`src/rtl/mem_arbiter_if.sv`:
```
// -----------------------------------------------------------------------------
// mem_arbiter_if
//   Bundles the instruction client (i_mem_*), data client (d_mem_*) and
//   physical memory (pmem_*) signals that surround mem_arbiter.
//
//   modport slave  : arbiter view. Takes client requests and memory responses;
//                    drives client responses and memory strobes.
//   modport master : environment view (datapath + memory model), the mirror image.
//
//   Parameters
//     WIDTH  : address/data width
//     MASK_W : byte-enable width
// -----------------------------------------------------------------------------
interface mem_arbiter_if #(
  parameter int WIDTH  = 16,
  parameter int MASK_W = 2
);
  // Instruction client
  logic              i_mem_read;
  logic [WIDTH-1:0]  i_mem_address;
  logic [WIDTH-1:0]  i_mem_rdata;
  logic              i_mem_resp;
  // Data client
  logic              d_mem_read;
  logic              d_mem_write;
  logic [WIDTH-1:0]  d_mem_address;
  logic [WIDTH-1:0]  d_mem_wdata;
  logic [MASK_W-1:0] d_mem_byte_enable;
  logic [WIDTH-1:0]  d_mem_rdata;
  logic              d_mem_resp;
  // Physical memory
  logic              pmem_read;
  logic              pmem_write;
  logic [WIDTH-1:0]  pmem_address;
  logic [WIDTH-1:0]  pmem_wdata;
  logic [MASK_W-1:0] pmem_byte_enable;
  logic [WIDTH-1:0]  pmem_rdata;
  logic              pmem_resp;

  modport slave (
    input  i_mem_read, i_mem_address,
    input  d_mem_read, d_mem_write, d_mem_address, d_mem_wdata, d_mem_byte_enable,
    input  pmem_rdata, pmem_resp,
    output i_mem_rdata, i_mem_resp,
    output d_mem_rdata, d_mem_resp,
    output pmem_read, pmem_write, pmem_address, pmem_wdata, pmem_byte_enable
  );

  modport master (
    output i_mem_read, i_mem_address,
    output d_mem_read, d_mem_write, d_mem_address, d_mem_wdata, d_mem_byte_enable,
    output pmem_rdata, pmem_resp,
    input  i_mem_rdata, i_mem_resp,
    input  d_mem_rdata, d_mem_resp,
    input  pmem_read, pmem_write, pmem_address, pmem_wdata, pmem_byte_enable
  );
endinterface

```
`src/rtl/mem_arbiter.sv`:
```
// -----------------------------------------------------------------------------
// mem_arbiter
//   Shares one single-ported physical memory between the datapath's
//   instruction-fetch client and load/store client. One transaction is in
//   flight at a time; the winner's address, store data, mask and direction are
//   captured at grant so the memory sees a stable request for the whole access.
//   Responses pass combinationally from pmem_resp/pmem_rdata to the granted
//   client only.
//
//   Ports
//     clk   : rising-edge clock
//     reset : synchronous, active-high reset
//     bus   : mem_arbiter_if.slave (i_mem_*, d_mem_*, pmem_* groups)
//
//   Configuration
//     ARB_RR_EN defined   : round-robin on ties, 1-bit last-granted pointer.
//     ARB_RR_EN undefined : fixed priority, D always beats I.
// -----------------------------------------------------------------------------
module mem_arbiter #(
  parameter int WIDTH  = 16,
  parameter int MASK_W = 2
) (
  input  logic          clk,
  input  logic          reset,
  mem_arbiter_if.slave  bus
);

  typedef enum logic [1:0] {
    IDLE   = 2'd0,
    I_BUSY = 2'd1,
    D_BUSY = 2'd2
  } state_t;

  state_t            state_q, state_d;
  logic              i_req, d_req, d_wins;
  logic              grant_i, grant_d;
  logic              resp_ok, i_resp, d_resp;

  logic [WIDTH-1:0]  addr_q, wdata_q;
  logic [MASK_W-1:0] be_q;
  logic              rd_q, wr_q;

  assign i_req = bus.i_mem_read;
  // A simultaneous read+write from the data client is a write.
  assign d_req = bus.d_mem_read | bus.d_mem_write;

`ifdef ARB_RR_EN
  // Names the client granted last (1 = D). On a tie the other client wins.
  logic last_d_q;
  assign d_wins = d_req & (~i_req | ~last_d_q);
`else
  assign d_wins = d_req;
`endif

  // ---------------------------------------------------------------------------
  // Next-state / grant logic
  // ---------------------------------------------------------------------------
  always_comb begin
    // NOTE: every signal written here gets a default first, so no path leaves
    // it unassigned and no latch is inferred.
    state_d = state_q;
    grant_i = 1'b0;
    grant_d = 1'b0;
    unique case (state_q)
      IDLE: begin
        if (d_wins) begin
          grant_d = 1'b1;
          state_d = D_BUSY;
        end else if (i_req) begin
          grant_i = 1'b1;
          state_d = I_BUSY;
        end
      end
      I_BUSY, D_BUSY: begin
        if (bus.pmem_resp) state_d = IDLE;
      end
      default: state_d = IDLE;
    endcase
  end

  always_ff @(posedge clk) begin
    // NOTE: registers use non-blocking assignments so every flop samples the
    // pre-edge values regardless of statement order.
    if (reset) state_q <= IDLE;
    else       state_q <= state_d;
  end

  // ---------------------------------------------------------------------------
  // Capture registers and registered strobes. Loaded only on grant, so client
  // changes after the grant edge never reach the memory.
  // ---------------------------------------------------------------------------
  always_ff @(posedge clk) begin
    if (reset) begin
      addr_q  <= '0;
      wdata_q <= '0;
      be_q    <= '0;
      rd_q    <= 1'b0;
      wr_q    <= 1'b0;
    end else if (grant_d) begin
      addr_q  <= bus.d_mem_address;
      wdata_q <= bus.d_mem_write ? bus.d_mem_wdata : '0;
      be_q    <= bus.d_mem_write ? bus.d_mem_byte_enable : '1;
      rd_q    <= ~bus.d_mem_write;
      wr_q    <= bus.d_mem_write;
    end else if (grant_i) begin
      addr_q  <= bus.i_mem_address;
      wdata_q <= '0;
      be_q    <= '1;
      rd_q    <= 1'b1;
      wr_q    <= 1'b0;
    end else if (state_d == IDLE) begin
      // Transaction finished (or none pending): strobes drop, payload held.
      rd_q    <= 1'b0;
      wr_q    <= 1'b0;
    end
  end

`ifdef ARB_RR_EN
  always_ff @(posedge clk) begin
    if (reset)        last_d_q <= 1'b1;
    else if (grant_d) last_d_q <= 1'b1;
    else if (grant_i) last_d_q <= 1'b0;
  end
`endif

  // ---------------------------------------------------------------------------
  // Outputs
  // ---------------------------------------------------------------------------
  assign bus.pmem_read        = rd_q;
  assign bus.pmem_write       = wr_q;
  assign bus.pmem_address     = addr_q;
  assign bus.pmem_wdata       = wdata_q;
  assign bus.pmem_byte_enable = be_q;

  // A response arriving while reset is held belongs to an abandoned access.
  assign resp_ok = bus.pmem_resp & ~reset;
  assign i_resp  = resp_ok & (state_q == I_BUSY);
  assign d_resp  = resp_ok & (state_q == D_BUSY);

  assign bus.i_mem_resp  = i_resp;
  assign bus.d_mem_resp  = d_resp;
  assign bus.i_mem_rdata = i_resp ? bus.pmem_rdata : '0;
  assign bus.d_mem_rdata = d_resp ? bus.pmem_rdata : '0;

endmodule

```
`src/flat_wrapper.sv`:
```
// flat-port wrapper written by rule: the top's interface ports become plain ports
module mem_arbiter_flat 
#(
  parameter int WIDTH  = 16,
  parameter int MASK_W = 2
)
  (clk, reset, bus_i_mem_read, bus_i_mem_address, bus_d_mem_read, bus_d_mem_write, bus_d_mem_address, bus_d_mem_wdata, bus_d_mem_byte_enable, bus_pmem_rdata, bus_pmem_resp, bus_i_mem_rdata, bus_i_mem_resp, bus_d_mem_rdata, bus_d_mem_resp, bus_pmem_read, bus_pmem_write, bus_pmem_address, bus_pmem_wdata, bus_pmem_byte_enable);
  mem_arbiter_if #(.WIDTH(WIDTH), .MASK_W(MASK_W)) bus_i ();
  input  logic clk;
  input  logic reset;
  input wire logic [$bits(bus_i.i_mem_read)-1:0] bus_i_mem_read;
  input wire logic [$bits(bus_i.i_mem_address)-1:0] bus_i_mem_address;
  input wire logic [$bits(bus_i.d_mem_read)-1:0] bus_d_mem_read;
  input wire logic [$bits(bus_i.d_mem_write)-1:0] bus_d_mem_write;
  input wire logic [$bits(bus_i.d_mem_address)-1:0] bus_d_mem_address;
  input wire logic [$bits(bus_i.d_mem_wdata)-1:0] bus_d_mem_wdata;
  input wire logic [$bits(bus_i.d_mem_byte_enable)-1:0] bus_d_mem_byte_enable;
  input wire logic [$bits(bus_i.pmem_rdata)-1:0] bus_pmem_rdata;
  input wire logic [$bits(bus_i.pmem_resp)-1:0] bus_pmem_resp;
  output wire logic [$bits(bus_i.i_mem_rdata)-1:0] bus_i_mem_rdata;
  output wire logic [$bits(bus_i.i_mem_resp)-1:0] bus_i_mem_resp;
  output wire logic [$bits(bus_i.d_mem_rdata)-1:0] bus_d_mem_rdata;
  output wire logic [$bits(bus_i.d_mem_resp)-1:0] bus_d_mem_resp;
  output wire logic [$bits(bus_i.pmem_read)-1:0] bus_pmem_read;
  output wire logic [$bits(bus_i.pmem_write)-1:0] bus_pmem_write;
  output wire logic [$bits(bus_i.pmem_address)-1:0] bus_pmem_address;
  output wire logic [$bits(bus_i.pmem_wdata)-1:0] bus_pmem_wdata;
  output wire logic [$bits(bus_i.pmem_byte_enable)-1:0] bus_pmem_byte_enable;
  assign bus_i.i_mem_read = bus_i_mem_read;
  assign bus_i.i_mem_address = bus_i_mem_address;
  assign bus_i.d_mem_read = bus_d_mem_read;
  assign bus_i.d_mem_write = bus_d_mem_write;
  assign bus_i.d_mem_address = bus_d_mem_address;
  assign bus_i.d_mem_wdata = bus_d_mem_wdata;
  assign bus_i.d_mem_byte_enable = bus_d_mem_byte_enable;
  assign bus_i.pmem_rdata = bus_pmem_rdata;
  assign bus_i.pmem_resp = bus_pmem_resp;
  assign bus_i_mem_rdata = bus_i.i_mem_rdata;
  assign bus_i_mem_resp = bus_i.i_mem_resp;
  assign bus_d_mem_rdata = bus_i.d_mem_rdata;
  assign bus_d_mem_resp = bus_i.d_mem_resp;
  assign bus_pmem_read = bus_i.pmem_read;
  assign bus_pmem_write = bus_i.pmem_write;
  assign bus_pmem_address = bus_i.pmem_address;
  assign bus_pmem_wdata = bus_i.pmem_wdata;
  assign bus_pmem_byte_enable = bus_i.pmem_byte_enable;
  mem_arbiter #(.WIDTH(WIDTH), .MASK_W(MASK_W)) u_core (.clk(clk), .reset(reset), .bus(bus_i));
endmodule
```
`config.mk`:
```
export PLATFORM = sky130hd
export DESIGN_NAME = mem_arbiter_flat
export DESIGN_NICKNAME = d
export VERILOG_FILES = /design/src/rtl/mem_arbiter_if.sv /design/src/rtl/mem_arbiter.sv /design/src/flat_wrapper.sv
export SDC_FILE = /design/constraint.sdc
export NUM_CORES = 1
export LEC_CHECK = 0
export BUFFER_PORTS_ARGS = -buffer_cell sky130_fd_sc_hd__buf_2
export CAP_MARGIN = 0
export CORE_MARGIN = 1
export CORE_UTILIZATION = 45
export CTS_BUF_LIST = sky130_fd_sc_hd__clkbuf_8
export CTS_CLUSTER_SIZE = 8
export DETAILED_ROUTE_END_ITERATION = 7
export PLACE_DENSITY = 0.86
export SKIP_CTS_REPAIR_TIMING = 1
export SYNTH_ARGS = -nofsm -noshare
export SYNTH_HDL_FRONTEND = slang
export SYNTH_SLANG_ARGS = --single-unit
```
`constraint.sdc`:
```
create_clock -name clk -period 4.3 [get_ports clk]
set_input_delay 0.86 -clock clk [delete_from_list [all_inputs] [get_ports clk]]
set_output_delay 0.86 -clock clk [all_outputs]
set_load 0.02 [all_outputs]
```
=== Yosys cells after proc, flatten, opt, wreduce, memory -nomap -nowiden ===
Cells that the tools add are included.

* Output and inout bits: 70
* Word-level logic and storage cells: 43
* Bits in registers: 38
* Bits of input ports: 72

* Bitwise logic cells: 6
* Mux-type cells: 24
* Reductions and logical operators: 5
* Eq/ne operators: 2

{| class="wikitable"
|+ Operators with widths
! kind !! count
|-
| $mux 16 || 7
|-
| $mux 2 || 6
|-
| $mux 1 || 10
|-
| $logic_not 2->1 || 2
|-
| $pmux 2 s2 || 1
|-
| $and 1x1->1 || 3
|-
| $reduce_bool 3->1 || 1
|-
| $eq 2x1->1 const B || 1
|-
| $eq 2x2->1 const B || 1
|-
| $not 1->1 || 2
|-
| $reduce_bool 2->1 || 1
|-
| $reduce_or 2->1 || 1
|-
| $or 1x1->1 || 1
|}

=== Depth between registers and ports, before layout ===
Gate-level depths: netlist of the first run.

* Word-level depth: 7
* Mapped depth: 9
* Mapped depth without buffers: 6

=== Worst setup path before layout of the first run ===
Ideal clock, no wire load.

* Path type: input port to output port
* Start point: input reset
* End point: output bus_d_mem_rdata[10]
* Slack: 1.583 ns
* Cell stages on the path: 4
* Data arrival time: 1.857 ns
* Cell sequence: and3b_1 clkbuf_1 clkbuf_1 and2_1

* Word-level cells in the longest chain between the ends: 4

{| class="wikitable"
|+ RTL lines
! item !! RTL line !! source
|-
| from (decl) || flat_wrapper.sv:10 || <nowiki>input logic reset;</nowiki>
|-
| $not 1->1 || mem_arbiter.sv:136 || <nowiki>assign resp_ok = bus.pmem_resp & ~reset;</nowiki>
|-
| $and 1x1->1 || mem_arbiter.sv:136 ||
|-
| $and 1x1->1 || mem_arbiter.sv:138 || <nowiki>assign d_resp = resp_ok & (state_q == D_BUSY);</nowiki>
|-
| via bus_d_mem_resp || flat_wrapper.sv:23 || <nowiki>output wire logic [$bits(bus_i.d_mem_resp)-1:0] bus_d_mem_resp;</nowiki>
|-
| $mux 16 || mem_arbiter.sv:143 || <nowiki>assign bus.d_mem_rdata = d_resp ? bus.pmem_rdata : '0;</nowiki>
|-
| to (decl) || flat_wrapper.sv:22 || <nowiki>output wire logic [$bits(bus_i.d_mem_rdata)-1:0] bus_d_mem_rdata;</nowiki>
|}

The timed path passes the listed nets, and every way through them passes these cells.

=== Worst setup path in the final report of the first run ===
* Start point: input reset
* End point: output bus_d_mem_rdata[14]

* Word-level cells in the longest chain between the ends: 4

{| class="wikitable"
|+ RTL lines
! item !! RTL line
|-
| $not 1->1 || mem_arbiter.sv:136
|-
| $and 1x1->1 || mem_arbiter.sv:136
|-
| $and 1x1->1 || mem_arbiter.sv:138
|-
| $mux 16 || mem_arbiter.sv:143
|}

Every way passes these cells.

==> results of run 1 <==
-- cell usage after synthesis, drive strengths merged --
cell | instances | share of area
dfxtp | 38 | 0.39
nor2 | 38 | 0.074
and2 | 34 | 0.11
a211oi | 16 | 0.062
a22oi | 16 | 0.080
mux2i | 16 | 0.083
buf | 9 | 0.048
clkbuf | 9 | 0.017
ha | 5 | 0.032
nor3 | 4 | 0.010
o21a | 4 | 0.015
inv | 3 | 0.0058
and3b | 2 | 0.0090
nand2 | 2 | 0.0039
nand3 | 2 | 0.0052
nor2b | 2 | 0.0065
a211o | 1 | 0.0045
a21oi | 1 | 0.0026
nor3b | 1 | 0.0039
o21ai | 1 | 0.0045
o22ai | 1 | 0.0065
o31a | 1 | 0.0045
o31ai | 1 | 0.011
o32ai | 1 | 0.0084
-- power by group --
part	internal (mW)	switching [mW]	total (mW)
logic	0.105	0.156	0.260
registers	0.387	0.0175	0.405
clock network	0.123	0.112	0.236
-- worst max-delay path by stage --
stage | start | endpoint | slack (ns)
floorplan | reset | bus_d_mem_rdata[10] | 1.58
global placement | reset | bus_d_mem_rdata[13] | 1.55
detailed placement | reset | bus_d_mem_rdata[14] | 1.49
CTS | reset | bus_d_mem_rdata[14] | 1.49
global route | reset | bus_d_mem_rdata[4] | 1.41
finish | reset | bus_d_mem_rdata[14] | 1.50
-- metal layers --
metal | part of all wire | GRT usage
met5 | 0 | 0
met4 | 0.012 | 0.117
met3 | 0.057 | 0.0659
met2 | 0.51 | 0.351
met1 | 0.42 | 0.221
-- sequential cells by signal, indices dropped and copies added, names as in the netlist --
| signal | count |
|---|---|
| u_core.bus.pmem_address | 16 |
| u_core.bus.pmem_read | 1 |
| u_core.bus.pmem_byte_enable | 2 |
| u_core.state_q | 2 |
| u_core.bus.pmem_write | 1 |
| u_core.bus.pmem_wdata | 16 |
-- cells by family (layout without fill, tap and decap cells) --
family / count (synthesis) / in the layout / share of synthesized area
flops: 38 / 38 / 0.392
simple gates: 85 / 85 / 0.222
compound gates: 43 / 43 / 0.199
buf+inv: 21 / 152 / 0.0716
fa+ha+maj: 5 / 5 / 0.0323
mux: 16 / 16 / 0.0826
-- critical path, cell delays in order --
cell	delay, ns
buf_2	0.19
and3b_1	0.52
and2_1	0.20
buf_2	0.16
-- area by class of cell --
type                            count  area (µm²)  area share
Timing Repair Buffer              143         721       0.269
Sequential cell                    38         761       0.284
Multi-Input combinational cell    149        1040       0.388
Clock buffer                        6        82.6      0.0308
Tap cell                           50        62.6      0.0234
Inverter                            3        11.3     0.00421
-- cell usage in the layout, fill, tap and decap left out --
| cell | instances |
|---|---|
| a22oi_2 | 7 |
| a22oi_1 | 9 |
| nor2_1 | 38 |
| o32ai_2 | 1 |
| clkbuf_8 | 6 |
| a211o_1 | 1 |
| nand3_1 | 2 |
| o31ai_4 | 1 |
| a21oi_1 | 1 |
| nand2_1 | 2 |
| mux2i_1 | 16 |
| and3b_1 | 2 |
| buf_2 | 141 |
| nor2b_1 | 2 |
| dfxtp_1 | 38 |
| nor3_1 | 4 |
| inv_1 | 3 |
| and2_1 | 34 |
| o22ai_2 | 1 |
| o21ai_2 | 1 |
| a211oi_1 | 16 |
| ha_1 | 5 |
| nor3b_1 | 1 |
| o21a_1 | 4 |
| buf_4 | 2 |
| o31a_1 | 1 |
==> results.toml, run 1 <==
[worst_setup_path]
r2r_start = "u_core.state_q[0]$_SDFF_PP0_"
cp.required_ns = 3.44
critPathArrivalTime_ns = 1.94
reg2reg_setup_slack_ns = 1.99
path_max_fanout = 17
r2r_cells = 7
timing.rr.end = "u_core.bus.pmem_read$_SDFFE_PP0P_"
worst_setup_path_start_kind = "input port"
endpoint_kind = "output port"
crit_type = "input port to output port"

[clocking]
clk_latency_ns = 0.29
numClockSinks = 38
cts_root_buffer = "clkbuf_8"
clk_pin_slew_ns = 0.06
htreeDepth = 2
numCtsBuffers = 5
cts_tree = "built"
cts_buffer_depth = 2

[timing]
setup_slack_ns = 1.50
min_period_ns = 2.80
fmax_mhz = 357
fin_crit_sh = 0.651
setup_viol = 0
skew_ns = 0.00520
relSlewSlack = 0.221
final_hold_viol_count = 0
hold-worst-slack_ns = 0.491
rsz0062_at_grt = "false"
fin_tns_setup_ns = 0
slew_viol_final = 0
tightestPinTransition_ns = 1.17

[worst_hold_path]
worstHoldStart = "u_core.bus.pmem_write$_SDFFE_PP0P_"
min_path_type = "register to register"
holdPathStages = 2
holdPathEnd = "u_core.bus.pmem_write$_SDFFE_PP0P_"

[placed_design]
place_ws_ns = 1.49
dp_hpwl_um = 3700
gp_congestion = 0.738
dp_cells = 383
port_buffers = 141
post_dp_cell_area_mm2 = 0.00259

[layout]
final_util = 0.660
area_delta_synth_final_pct = 38.1
final.fill_count = 368
design_area_mm2 = 0.00268
nets = 417
fin_cells = 389
antenna_cells = 0
drive_gt1_frac = 0.472

[power_and_ir_drop]
powerDensity_mw_per_mm2 = 336
leakage_nw = 1.45
p_total_mw = 0.901
vdd_drop_max_mv = 0.232

[detailed_routing]
ant_nets = 0
drtIter0Drc = 79
drt-pass1-iter-count = 4
routed_wl_um = 4830
viasPerCell = 4.87
wl_per_cell_um = 12.4
num_vias = 1895
drc = 0

[floorplan]
start_util = 0.478
coreArea_mm2 = 0.00406
chipWidth_um = 67.7
io_pins = 142
die_h_um = 67.7
std_cell_rows = 23
die_area_mm2 = 0.00458

[logic_synthesis]
ys_warn_count = 0
syn_area_per_cell_um2 = 9.32
netlist_instances = 208
synthesis.nets = 285
ys_seq_area_frac = 0.392
synth_area_mm2 = 0.00194
ys_ff_latch = 38
ys_types = 28

[global_routing]
grt_pass1_wl_um = 6910
grt_max_degree = 35
grt.total_usage = 0.206
overflow = 0
antenna_found_initial = 0
grt_pass1_vias = 1604

[status]
status = "finished clean"

[flow_run]
drv_cap = 0
(Power assumes the default switching activity.)
==> run 2, diff against run 1 <==
--- a/config.mk
+++ b/config.mk
@@ -8,11 +8,11 @@
 export BUFFER_PORTS_ARGS = -buffer_cell sky130_fd_sc_hd__buf_2
 export CAP_MARGIN = 0
 export CORE_MARGIN = 1
-export CORE_UTILIZATION = 45
+export CORE_UTILIZATION = 42
 export CTS_BUF_LIST = sky130_fd_sc_hd__clkbuf_8
 export CTS_CLUSTER_SIZE = 8
 export DETAILED_ROUTE_END_ITERATION = 7
-export PLACE_DENSITY = 0.86
+export PLACE_DENSITY = 0.81
 export SKIP_CTS_REPAIR_TIMING = 1
 export SYNTH_ARGS = -nofsm -noshare
 export SYNTH_HDL_FRONTEND = slang
==> constraint.sdc (replaced) <==
create_clock -name clk -period 2.7 [get_ports clk]
set_input_delay 0.54 -clock clk [delete_from_list [all_inputs] [get_ports clk]]
set_output_delay 0.54 -clock clk [all_outputs]
set_load 0.02 [all_outputs]
==> run 2 against run 1 <==
- register-to-register slack got worse by 1.2 ns
- worst setup slack lost 1.0 ns
- cell area is 0.98% higher
- cell count rose by 1.5%
- flip-flop and latch count unchanged
- critical path depth grew 1
- highest routed layer unchanged
==> results.toml, run 2 (synthesis gave the netlist of run 1 again) <==
[power_and_ir_drop]
p_int_mw = 0.988
seq_power_share = 0.445
p_switching_mw = 0.457
vdd_drop_max_mv = 0.343
swShare = 0.316
leakage_nw = 1.47
pwr-share-clk = 0.267
p_total_mw = 1.45
combPwrFrac = 0.289
powerDensity_mw_per_mm2 = 534

[status]
status = "finished clean"

[layout]
most-common-layout-cells = "buf_2, nor2_1, dfxtp_1"
final.fill_count = 419
fin_cells = 395
final_util = 0.617
area_delta_synth_final_pct = 39.4
antenna_cells = 0
nets = 419
design_area_mm2 = 0.00270
drive_gt1_frac = 0.475
mostFrequentLayoutCell = "buf_2"

[worst_setup_path]
cp.required_ns = 2.16
critPathArrivalTime_ns = 1.69
endpoint_kind = "output port"
crit_slowest_cell = "and3b_1"
path_cells = "inv_1 > ha_1 > and3b_1 > and2_1 > buf_2"
worst_setup_path_start_kind = "register"
crit_type = "register to output port"
reg2reg_setup_slack_ns = 0.82
path_delay_family = "simple AND/OR/NAND/NOR gates"
cp_num_buf_inv = 2
path_max_fanout = 17
worst_path_largest_cell_delay_ns = 0.44

[timing]
final_hold_viol_count = 0
hold-worst-slack_ns = 0.491
setup_slack_ns = 0.474
fmax_mhz = 449
rsz0062_at_grt = "false"
skew_ns = 0.00533
min_period_ns = 2.23
fin_crit_sh = 0.825
fin_tns_setup_ns = 0
tightestPinTransition_ns = 0.718
setup_viol = 0
relSlewSlack = 0.521
slew_viol_final = 0

[clocking]
cts_root_buffer = "clkbuf_8"
htreeDepth = 2
cts_buffer_depth = 2
numClockSinks = 38
clk_latency_ns = 0.28
clk_pin_slew_ns = 0.07
cts_tree = "built"
numCtsBuffers = 5

[global_routing]
grt_pass1_vias = 1705
grt_pass1_wl_um = 7380
grt.total_usage = 0.187
overflow = 0
antenna_found_initial = 0
grt_max_degree = 39

[placed_design]
gp_congestion = 0.704
dp_hpwl_um = 3530
place_ws_ns = 0.680
port_buffers = 141
post_dp_cell_area_mm2 = 0.00261
dp_cells = 387

[floorplan]
die_h_um = 70.0
chipWidth_um = 70.0
coreArea_mm2 = 0.00438
io_pins = 142
start_util = 0.442
std_cell_rows = 24
die_area_mm2 = 0.00489

[flow_run]
drv_cap = 0

[detailed_routing]
routed_wl_um = 4680
drt-pass1-iter-count = 4
drtIter0Drc = 67
num_vias = 1886
wl_per_cell_um = 11.8
ant_nets = 0
drc = 0
viasPerCell = 4.77

[worst_hold_path]
min_path_type = "input port to register"
==> run 2: cell types whose count changed in the layout (fill, tap and decap cells not counted) <==
cell / before / now
buf_4: 2 / 4
clkinv_2: 0 / 1
inv_1: 3 / 4
==> run 2: power groups by stage <==
stage	Clock, mW	Sequential [mW]	Combinational, mW
after floorplan	0	0.722	0.232
after global placement	0	0.653	0.413
after detailed placement	0	0.655	0.421
after CTS	0.395	0.643	0.422
after global routing	0.420	0.650	0.457
final	0.385	0.643	0.417
==> run 2: final timing paths <==
path | from | end | depth (start not counted)
setup / recovery | u_core.state_q[0]$_SDFF_PP0_ | bus_d_mem_rdata[5] | 5
hold / removal | bus_d_mem_wdata[8] | u_core.bus.pmem_wdata[8]$_SDFFE_PP0P_ | 3
setup reg to reg | u_core.state_q[0]$_SDFF_PP0_ | u_core.bus.pmem_address[0]$_SDFFE_PP0P_ | 7
hold reg to reg | u_core.bus.pmem_address[14]$_SDFFE_PP0P_ | u_core.bus.pmem_address[14]$_SDFFE_PP0P_ | 2
==> run 2: layout make-up <==
class,instances,area (µm²),share of cell area
multi-input cells,149,1040,0.385
clock inverters,2,8.76,0.00324
clock buffers,6,82.6,0.0305
inverters,3,11.3,0.00416
flip-flops and latches,38,761,0.281
repair buffers,145,736,0.272
well taps,52,65.1,0.0241
==> run 2: worst reg2reg max path, delay by kind of cell, from the launching register on <==
kind,cells,cell delay [ns]
AOI/OAI and AO/OA,3,0.45
DFF,1,0.40
adders and majority gates,1,0.27
buffers and inverters,3,0.66
==> run 2: layer usage <==
metal  vias to the layer above  GRT usage  wire, µm
li1                        985          -         -
met1                       843      0.223      2030
met2                        56      0.329      2360
met3                         2     0.0462       254
met4                         0     0.0556        25
met5                         -          0         0
==> run 3, diff against run 2 <==
==> constraint.sdc (replaced) <==
create_clock -name clk -period 2.2 [get_ports clk]
set_input_delay 0.44 -clock clk [delete_from_list [all_inputs] [get_ports clk]]
set_output_delay 0.44 -clock clk [all_outputs]
set_load 0.02 [all_outputs]
==> run 3 against run 2 <==
- cell count stayed put
- via count is 1.5% higher
- largest power group unchanged
- routed wire length is 4.7% higher
- combinational power is 23% higher
- critical path depth stayed put
- global-route usage is 1.7 points higher
- worst setup slack worse by 0.31 ns
- clock skew is 0.0027 ns lower
==> results.toml, run 3 (synthesis gave the netlist of run 1 again) <==
[global_routing]
antenna_found_initial = 0
grt.total_usage = 0.204
grt_pass1_wl_um = 8090
grt_pass1_vias = 1806
overflow = 0
grt_max_degree = 35

[placed_design]
post_dp_cell_area_mm2 = 0.00261
gp_congestion = 0.735
port_buffers = 141
dp_hpwl_um = 3620
place_ws_ns = 0.224
dp_cells = 387

[layout]
most-common-layout-cells = "buf_2, nor2_1, dfxtp_1"
nets = 419
area_delta_synth_final_pct = 42.2
antenna_cells = 0
drive_gt1_frac = 0.484
fin_cells = 395
design_area_mm2 = 0.00276
mostFrequentLayoutCell = "buf_2"
final_util = 0.629

[power_and_ir_drop]
vdd_drop_max_mv = 0.496
powerDensity_mw_per_mm2 = 734
leakage_nw = 1.48
p_total_mw = 2.02

[clocking]
cts_tree = "built"
cts_buffer_depth = 2
htreeDepth = 2
numClockSinks = 38
clk_pin_slew_ns = 0.07
clk_latency_ns = 0.29
numCtsBuffers = 5
cts_root_buffer = "clkbuf_8"

[detailed_routing]
drtIter0Drc = 62
num_vias = 1914
ant_nets = 0
drc = 0
routed_wl_um = 4890
wl_per_cell_um = 12.4
drt-pass1-iter-count = 4
viasPerCell = 4.85

[status]
status = "finished clean"

[timing]
hold-worst-slack_ns = 0.388
tightestPinTransition_ns = 0.862
setup_viol = 0
final_hold_viol_count = 0
fin_tns_setup_ns = 0
relSlewSlack = 0.425
setup_slack_ns = 0.163
fmax_mhz = 491
min_period_ns = 2.04
slew_viol_final = 0
fin_crit_sh = 0.926
rsz0062_at_grt = "false"
skew_ns = 0.00264

[flow_run]
drv_cap = 0

[worst_setup_path]
cp_num_buf_inv = 2
endpoint_kind = "output port"
critPathArrivalTime_ns = 1.60
path_cells = "inv_1 > ha_1 > and3b_2 > and2_1 > buf_2"
crit_type = "register to output port"
crit_slowest_cell = "dfxtp_1"
path_max_fanout = 17
cp_num_cells = 5
path_delay_family = "simple AND/OR/NAND/NOR gates"
r2r_cells = 6
cp.required_ns = 1.76
worst_setup_path_start_kind = "register"
worst_path_largest_cell_delay_ns = 0.40

[floorplan]
die_h_um = 70.0
io_pins = 142
std_cell_rows = 24
chipWidth_um = 70.0
die_area_mm2 = 0.00489
start_util = 0.442
coreArea_mm2 = 0.00438

[worst_hold_path]
min_path_type = "input port to register"
holdPathStages = 3
-- run 3: changes by cell type in the layout (fill, tap and decap cells not counted) --
cell       previous run  this run
and3b_2               0         2
inv_1                 4         3
clkinv_2              1         0
and3b_1               2         0
bufinv_16             0         2
-- run 3: layout make-up --
type                            instances  area [µm²]
Fill cell                             388        1630
Clock buffer                            6        82.6
Timing Repair Buffer                  145         736
Multi-Input combinational cell        149        1040
Sequential cell                        38         761
Tap cell                               52        65.1
Clock inverter                          2        60.1
Inverter                                3        11.3
-- run 3: worst reg2reg max path, cell delays in order (launching register included) --
cell and delay, ns:
dfxtp_1 0.40, inv_1 0.10, ha_1 0.23, nand2_1 0.14, o31a_1 0.71, nand3_1 0.18
o32ai_2 0.13
-- run 3: metal layers --
metal | wire, µm | vias to the layer above | track usage | part of all wire
met4 | 56 | 0 | 0.0667 | 0.011
li1 | - | 981 | - | -
met2 | 2460 | 62 | 0.356 | 0.50
met5 | 0 | - | 0 | 0
met1 | 2080 | 865 | 0.241 | 0.42
met3 | 303 | 6 | 0.0563 | 0.062
-- run 3: worst paths after layout --
| path | startpoint | end | slack, ns |
|---|---|---|---|
| min | bus_d_mem_wdata[15] | u_core.bus.pmem_wdata[15]$_SDFFE_PP0P_ | 0.39 |
| max | u_core.state_q[1]$_SDFF_PP0_ | bus_i_mem_rdata[6] | 0.16 |
| max reg2reg | u_core.state_q[1]$_SDFF_PP0_ | u_core.bus.pmem_read$_SDFFE_PP0P_ | 0.23 |
| min reg2reg | u_core.bus.pmem_write$_SDFFE_PP0P_ | u_core.bus.pmem_write$_SDFFE_PP0P_ | 0.49 |
-- run 3: where the power goes --
part           internal, mW  switching, mW  total [mW]
Combinational         0.207          0.304       0.511
Clock                 0.484          0.239       0.722
Sequential            0.756         0.0346       0.791
